File: src/rtl/matrix_key_scanner.sv
// Column-scanning key matrix decoder with per-frame priority encode, frame-count
// debounce and a single-entry press/release event buffer with overrun flag.
module matrix_key_scanner #(
  parameter int unsigned ROWS     = 4,
  parameter int unsigned COLS     = 4,
  parameter int unsigned SCAN_DIV = 8,
  parameter int unsigned DEBOUNCE = 3,
  localparam int unsigned CW      = $clog2(ROWS * COLS + 1)
) (
  input  logic            Clock,
  input  logic            Reset_N,
  input  logic [ROWS-1:0] Keyb_Row_I,
  output logic [COLS-1:0] Keyb_Col_O,
  output logic [CW-1:0]   Keyb_Value,
  output logic            Evt_Valid,
  output logic [CW-1:0]   Evt_Code,
  output logic            Evt_Press,
  input  logic            Evt_Ready,
  output logic            Evt_Overrun,
  input  logic            Ovr_Clr
);

  localparam int unsigned DivW = $clog2(SCAN_DIV);
  localparam int unsigned ColW = (COLS > 1) ? $clog2(COLS) : 1;
  localparam int unsigned RowW = (ROWS > 1) ? $clog2(ROWS) : 1;
  localparam int unsigned CntW = $clog2(DEBOUNCE + 1);

  typedef enum logic [1:0] {StIdle, StConfirm, StHeld} state_e;

  logic [DivW-1:0] div_q, div_d;
  logic [ColW-1:0] col_q, col_d;
  logic [CW-1:0]   frame_q, frame_d;
  logic [CW-1:0]   cand_q, cand_d;
  logic [CntW-1:0] count_q, count_d;
  logic [CW-1:0]   value_q, value_d;
  state_e          state_q, state_d;
  logic            valid_q, valid_d;
  logic [CW-1:0]   code_q, code_d;
  logic            press_q, press_d;
  logic            ovr_q, ovr_d;

  logic            sample, frame_end, row_hit;
  logic [RowW-1:0] row_idx;
  logic [CW-1:0]   col_code, raw_now;
  logic            new_evt, new_press;
  logic [CW-1:0]   new_code;

  assign sample    = (div_q == DivW'(SCAN_DIV - 1));
  assign frame_end = sample && (col_q == ColW'(COLS - 1));

  // Lowest asserted row wins within a column.
  always_comb begin
    row_hit = 1'b0;
    row_idx = '0;
    for (int r = ROWS - 1; r >= 0; r--) begin
      if (Keyb_Row_I[r]) begin
        row_hit = 1'b1;
        row_idx = RowW'(r);
      end
    end
  end

  assign col_code = row_hit ? CW'(int'(col_q) * ROWS + int'(row_idx) + 1) : '0;
  // Column 0 starts a fresh frame; later columns only fill in if nothing was seen yet.
  assign raw_now  = ((col_q != '0) && (frame_q != '0)) ? frame_q : col_code;

  always_comb begin
    div_d   = div_q + 1'b1;
    col_d   = col_q;
    frame_d = frame_q;
    if (sample) begin
      div_d   = '0;
      frame_d = raw_now;
      col_d   = (col_q == ColW'(COLS - 1)) ? '0 : col_q + 1'b1;
    end
  end

  always_comb begin
    state_d   = state_q;
    cand_d    = cand_q;
    count_d   = count_q;
    value_d   = value_q;
    new_evt   = 1'b0;
    new_press = 1'b0;
    new_code  = '0;
    if (state_q == StConfirm && count_q == CntW'(DEBOUNCE)) begin
      value_d   = cand_q;
      new_evt   = 1'b1;
      new_press = (cand_q != '0);
      new_code  = new_press ? cand_q : value_q;
      state_d   = (cand_q == '0) ? StIdle : StHeld;
    end else if (frame_end) begin
      if (raw_now == cand_q) begin
        if (count_q != CntW'(DEBOUNCE)) count_d = count_q + 1'b1;
      end else begin
        cand_d  = raw_now;
        count_d = CntW'(1);
        if (raw_now != value_q) state_d = StConfirm;
        else if (value_q == '0) state_d = StIdle;
        else                    state_d = StHeld;
      end
    end
  end

  always_comb begin
    valid_d = valid_q;
    code_d  = code_q;
    press_d = press_q;
    ovr_d   = ovr_q;
    if (new_evt) begin
      valid_d = 1'b1;
      code_d  = new_code;
      press_d = new_press;
    end else if (valid_q && Evt_Ready) begin
      valid_d = 1'b0;
    end
    // Set beats clear; an acceptance on the same clock is not an overrun.
    if (new_evt && valid_q && !Evt_Ready) ovr_d = 1'b1;
    else if (Ovr_Clr)                     ovr_d = 1'b0;
  end

  always_ff @(posedge Clock or negedge Reset_N) begin
    if (!Reset_N) begin
      div_q   <= '0;
      col_q   <= '0;
      frame_q <= '0;
      cand_q  <= '0;
      count_q <= '0;
      value_q <= '0;
      state_q <= StIdle;
      valid_q <= 1'b0;
      code_q  <= '0;
      press_q <= 1'b0;
      ovr_q   <= 1'b0;
    end else begin
      div_q   <= div_d;
      col_q   <= col_d;
      frame_q <= frame_d;
      cand_q  <= cand_d;
      count_q <= count_d;
      value_q <= value_d;
      state_q <= state_d;
      valid_q <= valid_d;
      code_q  <= code_d;
      press_q <= press_d;
      ovr_q   <= ovr_d;
    end
  end

  assign Keyb_Col_O  = COLS'(1) << col_q;
  assign Keyb_Value  = value_q;
  assign Evt_Valid   = valid_q;
  assign Evt_Code    = code_q;
  assign Evt_Press   = press_q;
  assign Evt_Overrun = ovr_q;

endmodule

File: config.mk
export PLATFORM = sky130hd
export DESIGN_NAME = matrix_key_scanner
export DESIGN_NICKNAME = d
export VERILOG_FILES = /design/src/rtl/matrix_key_scanner.sv
export SDC_FILE = /design/constraint.sdc
export NUM_CORES = 1
export LEC_CHECK = 0
export CAP_MARGIN = 20
export CORE_AREA = 2 2 60 62
export DETAILED_ROUTE_END_ITERATION = 7
export DIE_AREA = 0 0 62 64
export PLACE_DENSITY = 0.82
export RECOVER_POWER = 25
export SYNTH_ARGS = -nofsm -noshare
export SYNTH_HDL_FRONTEND = slang
export SYNTH_SLANG_ARGS = --single-unit
File: constraint.sdc
create_clock -name Clock -period 6.95 [get_ports Clock]
set_clock_uncertainty 0.15 [all_clocks]
set_input_delay 1.39 -clock Clock [delete_from_list [all_inputs] [get_ports Clock]]
set_output_delay 1.39 -clock Clock [all_outputs]
set_load 0.02 [all_outputs]
-- Word-level counts from Yosys, hierarchy flattened
Cells that the tools add are included.
- add/sub/neg operators: 5
- multiply operators: 0
- divide/modulo/power cells: 0
- magnitude comparators: 0
- equal/unequal tests: 9
- shifts and indexed selects: 1
- mux-type cells: 28
- bitwise gates (word level): 2
- reductions and logical operators: 18
- operator list (operator ; number):
    $mux W2 ; 13
    $mux W5 ; 4
    $logic_not A5 Y1 ; 2
    $mux W1 ; 10
    $reduce_bool A5 Y1 ; 2
    $reduce_bool A2 Y1 ; 4
    $logic_and A1 B1 Y1 ; 6
    $reduce_and A3 Y1 ; 2
    $add A4 B2 Y5 ; 1
    $add A5 B1 Y5 const B ; 1
    $eq A5 B5 Y1 ; 1
    $ne A5 B5 Y1 ; 1
    $add A2 B1 Y2 const B ; 2
    $eq A2 B2 Y1 const B ; 2
    $ne A2 B2 Y1 const B ; 2
    $shl A1 B2 Y4 const A ; 1
    $add A3 B1 Y3 const B ; 1
    $eq A3 B3 Y1 const B ; 1
    $mux W3 ; 1
    $eq A2 B1 Y1 const B ; 1
    $ne A2 B1 Y1 const B ; 1
    $not A1 Y1 ; 2
    $reduce_and A2 Y1 ; 1
    $logic_not A1 Y1 ; 1
- flip-flop bits (word level): 32
- latch bits: 0
- memory bits (writable): 0
- memory bits (read-only): 0
- input bits: 8
- output and inout port bits: 17
- memories kept: 0

-- Depth between registers and ports, before layout
- word-level depth: 13
- gate-level depth with buffers: 10

-- Worst setup path before layout
No wires, ideal clock.
- kind: input -> register
- start point: input Keyb_Row_I[2]
- end point: register count_q[0]
- arrival: 3.094 ns
- setup slack: 3.581 ns
- stages: 7
- buffers on the path: 1
- cell sequence: or4_1 -> buf_2 -> o2111ai_2 -> nand3_2 -> a2111oi_4 -> a31oi_1 -> mux2_2
- word-level cells in the longest chain between the ends: 10
- RTL lines (item ; RTL line ; text):
    start, declared ; 12 ; input logic [ROWS-1:0] Keyb_Row_I,
    $mux W2 (3 in a row) ; 56 ; if (Keyb_Row_I[r]) begin
    $add A4 B2 Y5 ; 63 ; assign col_code = row_hit ? CW'(int'(col_q) * ROWS + int'(row_idx) + 1) : '0;
    $add A5 B1 Y5 ; 63 ;
    $mux W5 (*) ; 63 ;
    $mux W5 (*) ; 65 ; assign raw_now = ((col_q != '0) && (frame_q != '0)) ? frame_q : col_code;
    $eq A5 B5 Y1 (*) ; 93 ; if (raw_now == cand_q) begin
    $ne A2 B1 Y1 (no source line) ; -- ;
    $reduce_and A3 Y1 (no source line) ; -- ;
    end signal, assigned ; 140 ; count_q <= count_d;
    end, declared ; 34 ; logic [CntW-1:0] count_q, count_d;
Every way passes the cells marked *; elsewhere a longest branch is shown, timed or not.
A chain may end at the register's enable or synchronous reset.

-- Final worst setup path
Ends and elaborated chain as after synthesis.

==> impl_metrics.py <==
metrics = {
    "outcome": {
        "status": "complete, but fails checks",
        "violations": "max-capacitance violations, max-slew violations",
    },
    "synth": {
        "syn_nets": 220,
        "avgSynthCellArea_um2": 9.25,
        "synth_edf_count": 0,
        "post-synth-top-area-cell": "dfrtp_1",
        "synth_seq_cells": 32,
        "seq_area_frac_synth_pct": 42.4,
        "synth_top_area_share_pct": 42.4,
        "yosys-top-cells-count": "dfrtp_1, nand2_1, nor2_1, a21oi_1, inv_1",
        "syn-cell-area_mm2": 0.00189,
        "yosysWarnings": 0,
        "yosysUniqueCellTypes": 50,
        "synthArstFlopShare_pct": 100,
        "netlist_instances": 204,
        "synth.area.top_cells": "dfrtp_1, ha_1, a21oi_1",
        "yosys_most_used_dff": "dfrtp_1",
        "synth_most_common_cell": "dfrtp_1",
    },
    "detailed_routing": {
        "drtPass1Iterations": 4,
        "avgViaCountPerCell": 5.85,
        "vias": 1621,
        "wl_per_cell_um": 15.2,
        "wirelength_mm": 4.22,
        "ant_nets": 0,
        "drt_iter0_drc": 126,
        "drcViolationCount": 0,
    },
    "worst_hold_path": {
        "hp-class": "reg2reg",
    },
    "grt": {
        "grt_max_degree": 33,
        "grt_first_pass_wirelength_mm": 7.40,
        "grt_overflow_total": 0,
        "grt_usage_pct": 25.1,
        "grt_pass1_vias": 1592,
        "antenna_found_initial": 0,
    },
    "critical_path": {
        "crit_path_max_fanout": 7,
        "endpoint_kind": "flip-flop",
        "crit_type": "in2reg",
        "required_ns": 7.03,
        "start_kind": "input pin",
        "crit_arrival_ns": 3.85,
    },
    "place": {
        "gp_congestion": 0.955,
        "dpl_worst_slack_ns": 2.84,
        "port-buffer-count": 24,
        "dp_hpwl_mm": 3.23,
        "dp.cells": 269,
    },
    "floorplan": {
        "start_util_pct": 57.4,
        "die_x_um": 62,
        "core_area_mm2": 0.00328,
        "dieArea_mm2": 0.00397,
        "die_y_um": 64,
        "io_pins": 25,
        "rows": 21,
    },
    "pwr": {
        "internal-power_w": 0.000290,
        "comb_power_share_pct": 14.7,
        "pwr-share-clk_pct": 35.8,
        "cellLeakagePower_nw": 1.00,
        "ir_drop_uv": 139,
        "fin_total_pwr_w": 0.000401,
        "power_frac_seq_pct": 49.5,
        "p_per_area_mw_per_mm2": 179,
        "p_sw_share_pct": 27.5,
        "p_sw_w": 0.000110,
    },
    "cts": {
        "cts_hold_buffers": 0,
        "cts_tree": "yes",
        "path_clk_slew_ns": 0.10,
        "max-clock-path-buffers": 2,
        "cts_resized": 0,
        "numCtsBuffers": 5,
        "cts-root-buf": "clkbuf_4",
        "cts_setup_buffers": 0,
        "clock_sinks": 32,
        "clock_latency_ns": 0.35,
        "cts_htree_levels": 2,
    },
    "cells_and_area": {
        "antenna_cells": 0,
        "areaGrowthSynthToFinish_pct": 19.0,
        "drive_gt1_share_pct": 7.79,
        "fillCellCount": 286,
        "final_cells": 277,
        "layout.nets": 246,
    },
    "timing": {
        "post-route-period-util_pct": 54.2,
        "tightest_slew_ns": 1.64,
        "report.final.slew_viol_count": 33,
        "finalWorstPathRequiredPeriod_ns": 3.77,
        "setup_slack_ns": 3.18,
        "hold_ws_ns": 0.293,
        "slew_headroom_pct": -9.06,
        "setup_viol": 0,
        "tns_ns": 0,
        "clock.fmax_ghz": 0.265,
        "rsz0062_at_grt": "no",
        "final_hold_viol_count": 0,
    },
    "flow_run": {
        "drv_cap": 1,
    },
}
-- metrics by stage --
stage          instance area [um2]  util [%]
2_1_floorplan                 1890         -
3_3_place_gp                  2170      66.0
3_5_place_dp                  2170      66.0
4_1_cts                       2250      68.5
5_1_grt                       2240      68.3
6_report                      2240      68.3
-- worst max-delay path, stage by stage --
cell             delay (ns)
clkdlybuf4s50_1        0.50
or4_1                  0.69
o2111ai_2              0.21
nand3_2                0.14
a2111oi_4              0.47
a31oi_1                0.17
mux2_2                 0.28
-- layer usage --
metal / vias to the layer above / GRT usage (%) / part of all wire [%]
li1: 796 / - / -
met4: 0 / 8.51 / 1.9
met2: 60 / 37.9 / 47
met3: 8 / 6.28 / 8.5
met1: 757 / 34.6 / 43
met5: - / 0 / 0
-- power groups by stage --
stage	combinational, W	sequential, W	clock [W]
floorplan	0.0000399	0.000200	0
finish	0.0000590	0.000198	0.000144
CTS	0.0000589	0.000198	0.000146
detailed placement	0.0000586	0.000202	0
global placement	0.0000582	0.000202	0
global route	0.0000657	0.000199	0.000156
-- logic make-up (layout without fill, tap and decap cells) --
logic type / count (synthesis) / after routing / synth area share (%)
xor+xnor: 3 / 3 / 1.39
simple gates: 69 / 69 / 19.6
fa+ha+maj: 8 / 8 / 5.31
compound gates: 65 / 65 / 23.9
mux: 5 / 5 / 2.92
flops: 32 / 32 / 42.4
buf+inv: 22 / 49 / 4.44
-- layout make-up --
type                       count  area, um2  area share [%]
multi-input combinational    150       1000            44.6
sequential                    32        801            35.7
timing repair buffer          25        244            10.9
inverter                      16       60.1            2.68
tap                           46       57.6            2.56
clock inverter                 3       42.5            1.90
clock buffer                   5       37.5            1.67
-- state kept, by name (all words and copies together) (netlist names) --
signal and count:
Evt_Code 5, Evt_Overrun 1, Evt_Press 1, Evt_Valid 1
Keyb_Value 5, cand_q 5, col_q 2, count_q 2
div_q 3, frame_q 5, state_q 2
-- final timing paths --
kind | end | slack (ns) | from | depth (start not counted)
worst max register to register | count_q[0]$_DFFE_PN0P_ | 3.95 | col_q[0]$_DFFE_PN0P_ | 8
min in group asynchronous | Keyb_Value[2]$_DFFE_PN0P_ | 1.83 | Reset_N | 2
worst min-delay path | div_q[0]$_DFF_PN0_ | 0.29 | div_q[0]$_DFF_PN0_ | 1
max in group asynchronous | Keyb_Value[4]$_DFFE_PN0P_ | 3.86 | Reset_N | 2
worst min register to register | div_q[0]$_DFF_PN0_ | 0.29 | div_q[0]$_DFF_PN0_ | 1
worst max-delay path | count_q[0]$_DFFE_PN0P_ | 3.18 | Keyb_Row_I[2] | 7
-- placed cells by master (no fill, tap or decap), types with 3 or more instances in the layout --
master	instances
o21ai_0	15
nor3_1	4
dfrtp_1	32
nor2_1	17
nand2b_1	5
a21o_1	4
ha_1	8
mux2_2	4
or4_1	3
o22ai_1	3
a31oi_1	3
nand3_1	4
inv_1	16
clkbuf_4	5
nand2_1	18
a21oi_1	16
nor2b_1	4
a211oi_1	4
clkdlybuf4s50_1	23
Power figures use the tool's default switching activity.
